==> config.mk <==
export PLATFORM = sky130hd
export DESIGN_NAME = mem_bus_arbiter_flat
export DESIGN_NICKNAME = d
export VERILOG_FILES = /design/src/rtl/mem_bus_arbiter_if.sv /design/src/rtl/mem_bus_arbiter.sv /design/src/flat_wrapper.sv
export SDC_FILE = /design/constraint.sdc
export NUM_CORES = 1
export LEC_CHECK = 0
export ABC_AREA = 1
export BUFFER_PORTS_ARGS = -buffer_cell sky130_fd_sc_hd__buf_2
export CORE_MARGIN = 8
export CORE_UTILIZATION = 43
export CTS_CLUSTER_DIAMETER = 30
export DETAILED_ROUTE_END_ITERATION = 10
export PLACE_DENSITY = 0.76
export SYNTH_ARGS = -nofsm -noshare
export SYNTH_HDL_FRONTEND = slang
export SYNTH_SLANG_ARGS = --single-unit
==> constraint.sdc <==
create_clock -name clk -period 1.7 [get_ports clk]
set_clock_uncertainty 0.15 [all_clocks]
set_input_delay 0.085 -clock clk [delete_from_list [all_inputs] [get_ports clk]]
set_output_delay 0.085 -clock clk [all_outputs]
set_load 0.005 [all_outputs]
==> src/rtl/mem_bus_arbiter_if.sv <==
// Pipeline-side request ports and SRAM-like bus ports of the memory bus arbiter.
// The arbiter uses the slave modport; the pipeline/bus environment uses master.
interface mem_bus_arbiter_if #(
  parameter int ADDR_W = 32,
  parameter int DATA_W = 32
);
  logic              inst_req;
  logic [ADDR_W-1:0] inst_addr;
  logic [DATA_W-1:0] inst_rdata;
  logic              inst_data_ok;
  logic              data_req;
  logic              data_wr;
  logic [3:0]        data_sel;
  logic [ADDR_W-1:0] data_addr;
  logic [DATA_W-1:0] data_wdata;
  logic [DATA_W-1:0] data_rdata;
  logic              data_data_ok;
  logic              bus_req;
  logic              bus_wr;
  logic [3:0]        bus_sel;
  logic [ADDR_W-1:0] bus_addr;
  logic [DATA_W-1:0] bus_wdata;
  logic              bus_addr_ok;
  logic              bus_data_ok;
  logic [DATA_W-1:0] bus_rdata;
  logic              busy;

  modport slave (
    input  inst_req, inst_addr, data_req, data_wr, data_sel, data_addr, data_wdata,
           bus_addr_ok, bus_data_ok, bus_rdata,
    output inst_rdata, inst_data_ok, data_rdata, data_data_ok,
           bus_req, bus_wr, bus_sel, bus_addr, bus_wdata, busy
  );

  modport master (
    output inst_req, inst_addr, data_req, data_wr, data_sel, data_addr, data_wdata,
           bus_addr_ok, bus_data_ok, bus_rdata,
    input  inst_rdata, inst_data_ok, data_rdata, data_data_ok,
           bus_req, bus_wr, bus_sel, bus_addr, bus_wdata, busy
  );
endinterface

==> src/rtl/mem_bus_arbiter.sv <==
// Shares one SRAM-like bus between fetch and data ports: one transaction at a time,
// data has priority, and a starvation counter forces a fetch grant after STARVE_MAX data grants.
module mem_bus_arbiter #(
  parameter int ADDR_W     = 32,
  parameter int DATA_W     = 32,
  parameter int STARVE_MAX = 4
) (
  input logic             clk,
  input logic             rst,
  mem_bus_arbiter_if.slave bus
);

  localparam logic [1:0] S_IDLE = 2'd0;
  localparam logic [1:0] S_ADDR = 2'd1;
  localparam logic [1:0] S_DATA = 2'd2;
  localparam logic [1:0] S_DONE = 2'd3;
  localparam logic [3:0] STARVE_LIM = 4'(STARVE_MAX);

  logic [1:0]        state_r;
  logic [3:0]        starve_cnt_r;
  logic              owner_r;        // 1 = data port, 0 = fetch port
  logic              wr_r;
  logic [3:0]        sel_r;
  logic [ADDR_W-1:0] addr_r;
  logic [DATA_W-1:0] wdata_r;
  logic              bus_req_r;
  logic              busy_r;
  logic              inst_ok_r;
  logic              data_ok_r;
  logic [DATA_W-1:0] inst_rdata_r;
  logic [DATA_W-1:0] data_rdata_r;

  logic       any_req_s;
  logic       grant_data_s;
  logic       capture_s;
  logic [3:0] starve_next_s;

  // Arbitration decision, next starvation count and bus completion detect
  always_comb begin
    any_req_s    = bus.inst_req | bus.data_req;
    grant_data_s = bus.data_req & ~(bus.inst_req & (starve_cnt_r == STARVE_LIM));
    if (grant_data_s && bus.inst_req) begin
      if (starve_cnt_r == STARVE_LIM) begin
        starve_next_s = starve_cnt_r;
      end else begin
        starve_next_s = starve_cnt_r + 4'd1;
      end
    end else begin
      starve_next_s = 4'd0;
    end
    case (state_r)
      S_ADDR:  capture_s = bus.bus_addr_ok & bus.bus_data_ok;
      S_DATA:  capture_s = bus.bus_data_ok;
      default: capture_s = 1'b0;
    endcase
  end

  // Transaction FSM, request latch, read-data capture and completion pulses
  always_ff @(posedge clk) begin
    if (rst) begin
      state_r      <= S_IDLE;
      starve_cnt_r <= 4'd0;
      owner_r      <= 1'b0;
      wr_r         <= 1'b0;
      sel_r        <= 4'd0;
      addr_r       <= '0;
      wdata_r      <= '0;
      bus_req_r    <= 1'b0;
      busy_r       <= 1'b0;
      inst_ok_r    <= 1'b0;
      data_ok_r    <= 1'b0;
      inst_rdata_r <= '0;
      data_rdata_r <= '0;
    end else begin
      inst_ok_r <= 1'b0;
      data_ok_r <= 1'b0;
      if (capture_s) begin
        state_r   <= S_DONE;
        bus_req_r <= 1'b0;
        if (owner_r) begin
          data_ok_r <= 1'b1;
          if (!wr_r) begin
            data_rdata_r <= bus.bus_rdata;
          end
        end else begin
          inst_ok_r    <= 1'b1;
          inst_rdata_r <= bus.bus_rdata;
        end
      end else begin
        case (state_r)
          S_IDLE: begin
            if (any_req_s) begin
              owner_r      <= grant_data_s;
              wr_r         <= grant_data_s & bus.data_wr;
              sel_r        <= grant_data_s ? bus.data_sel : 4'b1111;
              addr_r       <= grant_data_s ? bus.data_addr : bus.inst_addr;
              wdata_r      <= grant_data_s ? bus.data_wdata : '0;
              starve_cnt_r <= starve_next_s;
              bus_req_r    <= 1'b1;
              busy_r       <= 1'b1;
              state_r      <= S_ADDR;
            end
          end
          S_ADDR: begin
            if (bus.bus_addr_ok) begin
              bus_req_r <= 1'b0;
              state_r   <= S_DATA;
            end
          end
          // No timeout: the bus is trusted to eventually return data_ok
          S_DATA:  state_r <= S_DATA;
          S_DONE: begin
            busy_r  <= 1'b0;
            state_r <= S_IDLE;
          end
          default: begin
            bus_req_r <= 1'b0;
            busy_r    <= 1'b0;
            state_r   <= S_IDLE;
          end
        endcase
      end
    end
  end

  assign bus.bus_req      = bus_req_r;
  assign bus.bus_wr       = wr_r;
  assign bus.bus_sel      = sel_r;
  assign bus.bus_addr     = addr_r;
  assign bus.bus_wdata    = wdata_r;
  assign bus.busy         = busy_r;
  assign bus.inst_data_ok = inst_ok_r;
  assign bus.data_data_ok = data_ok_r;
  assign bus.inst_rdata   = inst_rdata_r;
  assign bus.data_rdata   = data_rdata_r;

endmodule

==> src/flat_wrapper.sv <==
// flat-port wrapper written by rule: the top's interface ports become plain ports
module mem_bus_arbiter_flat 
#(
  parameter int ADDR_W     = 32,
  parameter int DATA_W     = 32,
  parameter int STARVE_MAX = 4
)
  (clk, rst, bus_inst_req, bus_inst_addr, bus_data_req, bus_data_wr, bus_data_sel, bus_data_addr, bus_data_wdata, bus_bus_addr_ok, bus_bus_data_ok, bus_bus_rdata, bus_inst_rdata, bus_inst_data_ok, bus_data_rdata, bus_data_data_ok, bus_bus_req, bus_bus_wr, bus_bus_sel, bus_bus_addr, bus_bus_wdata, bus_busy);
  mem_bus_arbiter_if #(.ADDR_W(ADDR_W), .DATA_W(DATA_W)) bus_i ();
  input logic clk;
  input logic rst;
  input wire logic [$bits(bus_i.inst_req)-1:0] bus_inst_req;
  input wire logic [$bits(bus_i.inst_addr)-1:0] bus_inst_addr;
  input wire logic [$bits(bus_i.data_req)-1:0] bus_data_req;
  input wire logic [$bits(bus_i.data_wr)-1:0] bus_data_wr;
  input wire logic [$bits(bus_i.data_sel)-1:0] bus_data_sel;
  input wire logic [$bits(bus_i.data_addr)-1:0] bus_data_addr;
  input wire logic [$bits(bus_i.data_wdata)-1:0] bus_data_wdata;
  input wire logic [$bits(bus_i.bus_addr_ok)-1:0] bus_bus_addr_ok;
  input wire logic [$bits(bus_i.bus_data_ok)-1:0] bus_bus_data_ok;
  input wire logic [$bits(bus_i.bus_rdata)-1:0] bus_bus_rdata;
  output wire logic [$bits(bus_i.inst_rdata)-1:0] bus_inst_rdata;
  output wire logic [$bits(bus_i.inst_data_ok)-1:0] bus_inst_data_ok;
  output wire logic [$bits(bus_i.data_rdata)-1:0] bus_data_rdata;
  output wire logic [$bits(bus_i.data_data_ok)-1:0] bus_data_data_ok;
  output wire logic [$bits(bus_i.bus_req)-1:0] bus_bus_req;
  output wire logic [$bits(bus_i.bus_wr)-1:0] bus_bus_wr;
  output wire logic [$bits(bus_i.bus_sel)-1:0] bus_bus_sel;
  output wire logic [$bits(bus_i.bus_addr)-1:0] bus_bus_addr;
  output wire logic [$bits(bus_i.bus_wdata)-1:0] bus_bus_wdata;
  output wire logic [$bits(bus_i.busy)-1:0] bus_busy;
  assign bus_i.inst_req = bus_inst_req;
  assign bus_i.inst_addr = bus_inst_addr;
  assign bus_i.data_req = bus_data_req;
  assign bus_i.data_wr = bus_data_wr;
  assign bus_i.data_sel = bus_data_sel;
  assign bus_i.data_addr = bus_data_addr;
  assign bus_i.data_wdata = bus_data_wdata;
  assign bus_i.bus_addr_ok = bus_bus_addr_ok;
  assign bus_i.bus_data_ok = bus_bus_data_ok;
  assign bus_i.bus_rdata = bus_bus_rdata;
  assign bus_inst_rdata = bus_i.inst_rdata;
  assign bus_inst_data_ok = bus_i.inst_data_ok;
  assign bus_data_rdata = bus_i.data_rdata;
  assign bus_data_data_ok = bus_i.data_data_ok;
  assign bus_bus_req = bus_i.bus_req;
  assign bus_bus_wr = bus_i.bus_wr;
  assign bus_bus_sel = bus_i.bus_sel;
  assign bus_bus_addr = bus_i.bus_addr;
  assign bus_bus_wdata = bus_i.bus_wdata;
  assign bus_busy = bus_i.busy;
  mem_bus_arbiter #(.ADDR_W(ADDR_W), .DATA_W(DATA_W), .STARVE_MAX(STARVE_MAX)) u_core (.clk(clk), .rst(rst), .bus(bus_i));
endmodule
==> run metrics, run 1 <==
# nets final 1,445; gr usage total 0.248; worst r2r src u_core.state_r[1]; CTS tree yes; initial antenna violation count 4; CP delay by family, top simple AND/OR/NAND/NOR gates; clk_lat worst skew 420 ps; Via Count 7,734; Achievable Freq 0.590 GHz; Post-Syn Area per Cell between 6 and 7 sq um; register share of total power 0.342; sw frac 0.349; Yosys reg bits roughly 140; Mapped Nets ~1,000; Compound-Gate Fraction of Synth Area 0.0593; Critical Path End Type flip-flop; share of layout cells above drive strength 1 0.289; post-synthesis simple-gate area fraction 0.361; Int Pwr 0.00839 W; largest family of logic cells by synthesized area simple AND/OR/NAND/NOR gates; crit-path cells inv_2, ha_2, nand2_1, nand2_4, nand4_4, clkbuf_16, clkbuf_16, nor2_1, nor2_1; LEAKAGE around 5.2 nW; Gate power share 0.354; hold depth 6; Seq/Total Area, Yosys 0.461; clk sinks roughly 140; Syn Inst Count 897; H-Tree Depth 4; Min Hold Slack 107 ps; Root Driver clkbuf_16; Cell Rows 44; fin crit share 0.997; clock-pin slew on the worst setup and hold paths 60 ps; Worst Reg-to-Reg Cells 9; area of the multi-input gates 2800 sq um; initial core utilization 0.435; worst path bufs/invs 3; RSZ-0062 raised after global routing true; fin crit period 1690 ps; outcome complete, no violations; Residual DRC 0; Peak VDD IR roughly 1000 uV; Hold Crit Start bus_bus_data_ok; Max-Cap Viols 0; port bufs 275; Pwr Density 1260 nW/um^2; relative slew slack 0.652; final worst slack between 5 and 6 ps; Die ar. 18,600 sq um; Yosys warnings 0; synth unique cells 19; post-synthesis mux area share 0; Psw 0.00450 W; number of global-route vias before repair 7,347; hpwl dp 14,300 um; Core Footprint ~14,000 sq um; Synth Area in Adders 0.0120; largest net degree at the start of global routing 69; Setup WS pre-CTS -163 ps; Max Transition Viols Final 0; reg-to-reg slack, setup 6 ps; Iter 0 DRT Violations 706; post-synthesis xor/xnor area fraction 0; P&R area growth vs syn 63.6%; synthesized cell area about 6200 sq um; final setup fails 0; crit path DAT 1860 ps; Final Instance Area 10,200 sq um; register area 2890 sq um; Worst Path Class, Setup reg2reg; drt via density 5.15; Die Span Y 137 um; DRT Wirelength 25,900 um; worst hold path endpoint u_core.bus.bus_req; Final Wtd Congestion 0.833; Least-Margin Pin Slew 522 ps; Crit-path slowest cell dfxtp_2; grt ovf 0; critical path peak fanout 10; final hold violation count 0; Hold Path Class in2reg; DR pass1 iterations 5; drt wl/cell 17.2 um; fill count 1,037; crit-path max cell delay 330 ps; global-route wire length before repair 36,900 um; number of CTS-inserted buffers 17; reg2reg end u_core.bus.data_rdata[12]; Clk pwr share 0.304; post-route ant nets 0; placed cell areas 7800 sq um; I/O pins 276; die width 137 um; CTS max path bufs 2; CP Data Required Time about 1900 ps; CP startpoint kind flip-flop
==> layer usage <==
| layer | vias to the layer above | wire length (um) | GRT usage |
|---|---|---|---|
| li1 | 3674 | - | - |
| met1 | 3462 | 9550 | 0.264 |
| met2 | 467 | 12500 | 0.419 |
| met3 | 131 | 2190 | 0.0657 |
| met4 | 0 | 1590 | 0.179 |
| met5 | - | 0 | 0 |
==> cell families (layout without fill, tap and decap cells) <==
| family | Yosys count | in the layout |
|---|---|---|
| AND/OR/NAND/NOR | 520 | 520 |
| buffers and inverters | 153 | 569 |
| flip-flops | 144 | 144 |
| AO/OA/AOI/OAI | 74 | 74 |
| adder cells (fa/ha/maj) | 6 | 6 |
| other | 0 | 6 |
==> tightest hold or removal path, cell delays in order <==
cell and delay [ps]:
buf_2 110, nand2_4 60, inv_6 70, nand2_2 150, nand2_1 100, a21oi_1 50
==> Yosys cell counts <==
library cell | count | area share
nand2_1 | 219 | 0.13
nor2_1 | 150 | 0.090
dfxtp_1 | 144 | 0.46
inv_1 | 80 | 0.048
nand3_1 | 76 | 0.061
a21oi_1 | 68 | 0.054
nand4_1 | 68 | 0.068
buf_2 | 29 | 0.023
clkbuf_1 | 21 | 0.013
buf_1 | 8 | 0.0048
ha_1 | 6 | 0.012
inv_2 | 6 | 0.0036
o21ai_0 | 6 | 0.0048
buf_6 | 5 | 0.0090
buf_4 | 4 | 0.0048
nand2_2 | 3 | 0.0030
nor2_4 | 2 | 0.0036
nand4_4 | 1 | 0.0034
nor3_1 | 1 | 0.00080
==> cell usage in the layout, fill, tap and decap left out, drive strengths merged <==
cell type    instances
nor2               152
a21oi               68
nor3                 1
nand4               69
nand3               76
clkinv               4
buf                306
diode                6
inv                 88
dlygate4sd3        136
ha                   6
clkinvlp             4
clkbuf              27
bufinv               4
o21ai                6
nand2              222
dfxtp              144
==> flip-flops by register name (all words and copies together), names as in the netlist <==
register	flops
u_core.bus.data_data_ok	1
u_core.bus.bus_wr	1
u_core.bus.bus_sel	4
u_core.owner_r	1
u_core.starve_cnt_r	4
u_core.bus.bus_wdata	32
u_core.bus.data_rdata	32
u_core.bus.busy	1
u_core.bus.inst_data_ok	1
u_core.state_r	2
u_core.bus.bus_addr	32
u_core.bus.bus_req	1
u_core.bus.inst_rdata	32
==> final cells by class <==
| class | instances | area share |
|---|---|---|
| timing repair buffer | 451 | 0.326 |
| inverter | 86 | 0.0328 |
| clock inverter | 14 | 0.0184 |
| multi-input combinational | 600 | 0.274 |
| tap | 184 | 0.0225 |
| antenna | 6 | 0.00147 |
| clock buffer | 18 | 0.0420 |
| sequential | 144 | 0.283 |
==> metrics by stage <==
| stage | total power, W | TNS [ps] | util | std cells |
|---|---|---|---|---|
| after CTS | 0.0124 | -29.3 | 0.681 | 1481 |
| after detailed placement | 0.00814 | -2450 | 0.543 | 1313 |
| after global placement | 0.00808 | -199 | 0.543 | 1313 |
| after floorplan | 0.00672 | 0 | - | 897 |
| after global routing | 0.0136 | -1830 | 0.711 | 1502 |
| final | 0.0129 | 0 | 0.712 | 1503 |
==> power groups by stage <==
stage	clock [W]	combinational [W]	sequential, W
floorplan	0	0.00226	0.00446
global placement	0	0.00368	0.00440
detailed placement	0	0.00373	0.00441
CTS	0.00398	0.00402	0.00435
global route	0.00410	0.00499	0.00447
finish	0.00392	0.00456	0.00440
==> how the worst max path moves through the flow <==
stage	from	to	slack [ps]	cells past startpoint
finish	u_core.state_r[1]	u_core.bus.data_rdata[12]	6	9
global route	u_core.state_r[1]	u_core.bus.data_rdata[4]	-70	10
CTS	u_core.state_r[0]	u_core.bus.data_rdata[16]	-10	9
global placement	u_core.state_r[0]	u_core.starve_cnt_r[0]	-110	8
floorplan	u_core.state_r[0]	u_core.bus.data_rdata[10]	70	8
detailed placement	u_core.state_r[0]	u_core.starve_cnt_r[0]	-160	8
==> timing repair <==
action                                  CTS  global route
gates resized for setup                   5            37
gates cloned                              0            11
hold buffers                            136             0
endpoints found under the setup margin   94           122
pin swaps                                 1             6
buffers inserted                          0             5
endpoints found under the hold margin   137             0
Power figures use the tool's default switching activity.
==> run 2, diff against run 1 <==
CORE_MARGIN = unset   (was 8)
RECOVER_POWER = 25   (was unset)
==> run 2 against run 1 <==
  * Non-clock buffer count decreased by 2
  * Hold slack got worse by 66 ps
  * Largest power group unchanged
  * Design area decreased by 1.3%
  * Power decreased by 2.1%
  * Global-route usage increased by 5.5 points
  * Highest routed layer unchanged
  * Clock power decreased by 5.6%
  * Sequential share of layout area increased by 0.34 points
  * Via count decreased by 0.27%
  * Flip-flop and latch count unchanged
  * Register-to-register slack about the same
  * Worst setup slack improved by 4.1 ps
  * Cell count decreased by 0.67%
  * Critical path type unchanged
==> run metrics, run 2 (synthesis results as in run 1) <==
Clk pwr share 0.293 (was 0.304); GR Layer Usage met1 0.335 (was 0.264); drt wl/cell 15.9 um (was 17.2 um); clk_lat worst skew 410 ps (was 420 ps); Iter 0 DRT Violations 624 (was 706); Die Span Y 123 um (was 137 um); Via Count 7,713 (was 7,734); DR pass1 iterations 7 (was 5); clk sinks 144 (unchanged); drt via density 5.17 (was 5.15); Crit. Startpoint u_core.state_r[0] (was u_core.state_r[1]); CP startpoint kind flip-flop (unchanged); fin crit share 0.994 (was 0.997); fin crit period 1690 ps (about the same); global-route wire length before repair 35,300 um (was 36,900 um); grt ovf 0 (unchanged); Psw 0.00449 W (was 0.00450 W); Min Hold Slack 41.6 ps (was 107 ps); sw frac 0.355 (was 0.349); Hold Crit Start bus_bus_data_ok (unchanged); RSZ-0062 raised after global routing true (unchanged); Cell Rows 43 (was 44); Max Transition Viols Final 0 (unchanged); Pwr Density 1250 nW/um^2 (was 1260 nW/um^2); initial antenna violation count 2 (was 4); final hold violation count 0 (unchanged); commonest non-fill, non-tap cell in the layout buf_2 (unchanged); outcome complete, no violations (unchanged); CTS max path bufs 2 (unchanged); Core Footprint 14,000 sq um (was 14,400 sq um); largest net degree at the start of global routing 69 (unchanged); port bufs 275 (unchanged); Worst Path Class, Setup reg2reg (unchanged); P&R area growth vs syn 61.5% (was 63.6%); worst r2r src u_core.state_r[0] (was u_core.state_r[1]); Hold Path Class in2reg (unchanged); Final Instance Area 10,100 sq um (was 10,200 sq um); CP Data Required Time 1900 ps (was 1860 ps); clock-pin slew on the worst setup and hold paths 60 ps (about the same); share of layout cells above drive strength 1 0.291 (was 0.289); grt met2 use 0.500 (was 0.419); I/O pins 276 (unchanged); CTS tree yes (unchanged); Residual DRC 0 (unchanged); post-route ant nets 0 (unchanged); final setup fails 0 (unchanged); busiest grt layer met2 (unchanged); relative slew slack 0.680 (was 0.652); LEAKAGE 5.15 nW (was 5.23 nW); Achievable Freq 0.592 GHz (was 0.590 GHz); Die ar. 15,000 sq um (was 18,600 sq um); gr usage total 0.303 (was 0.248); die width 123 um (was 137 um); # nets final 1,443 (was 1,445); Int Pwr 0.00813 W (was 0.00839 W); commonest cells after routing, fill and taps aside 271 x buf_2, 207 x nand2_1, 143 x nor2_1 (was 275 x buf_2, 216 x nand2_1, 143 x nor2_1); number of global-route vias before repair 7,377 (was 7,347); grt met3 use 0.0832 (was 0.0657); Gate power share 0.360 (was 0.354); Critical Path End Type flip-flop (unchanged); Max-Cap Viols 0 (unchanged); register share of total power 0.347 (was 0.342); H-Tree Depth 4 (unchanged); Peak VDD IR 898 uV (was 1000 uV); critical path peak fanout 6 (was 10); placed cell areas 7840 sq um (was 7800 sq um); DRT Wirelength 23,700 um (was 25,900 um); Final Wtd Congestion 0.879 (was 0.833); fin util 0.719 (was 0.712); crit path DAT 1890 ps (was 1860 ps); Setup WS pre-CTS -18.2 ps (was -163 ps); Root Driver clkbuf_16 (unchanged); hpwl dp 12,500 um (was 14,300 um); initial core utilization 0.445 (was 0.435); number of CTS-inserted buffers 17 (unchanged); final worst slack 9.61 ps (was 5.56 ps); Least-Margin Pin Slew 479 ps (was 522 ps)
## run 2: cell type report
cell class	instances	area, sq um
Clock buffer	17	425
Timing Repair Buffer	449	3260
Antenna cell	2	5.00
Inverter	86	325
Multi-Input combinational cell	600	2800
Sequential cell	144	2890
Fill cell	1062	3950
Clock inverter	15	163
Tap cell	180	225
## run 2: worst paths after layout
path                               endpoint  cells after the start  slack (ps)
setup reg to reg  u_core.bus.data_rdata[14]                     10          10
hold / removal            u_core.state_r[1]                      7          40
hold reg to reg             u_core.bus.busy                      2         310
setup / recovery  u_core.bus.data_rdata[14]                     10          10
## run 2: power by group through the flow
stage                     sequential (W)  clock (W)  combinational [W]
final                            0.00438    0.00370            0.00454
after global routing             0.00445    0.00391            0.00497
after CTS                        0.00434    0.00375            0.00412
after detailed placement         0.00440          0            0.00378
after global placement           0.00438          0            0.00373
after floorplan                  0.00446          0            0.00226
## run 2: timing repair
item | in CTS | in global routing
hold buffers | 136 | 0
setup buffers | 3 | 4
cloned | 2 | 3
pin swaps | 1 | 9
gates resized for setup | 9 | 36
endpoints found under the setup margin | 11 | 93
endpoints found under the hold margin | 140 | 0
## run 2: critical path: stages (launching register included)
cell	delay (ps)
dfxtp_2	350
inv_2	60
ha_4	270
nand2_4	50
inv_4	70
nand4_4	160
buf_6	180
buf_4	150
nand2_1	50
nand2_1	40
nor2_1	90
## run 2: stage by stage
stage	power (W)	setup TNS, ps	instances
2_1_floorplan	0.00672	0	897
3_3_place_gp	0.00811	0	1312
3_5_place_dp	0.00818	-37.3	1312
4_1_cts	0.0122	-9.75	1485
5_1_grt	0.0133	-925	1492
6_report	0.0126	0	1493
## run 2: per-layer routing
metal / wire, um / up-vias
met1: 8940 / 3482
met2: 11600 / 431
met5: 0 / -
met4: 1390 / 0
met3: 1710 / 133
li1: - / 3667
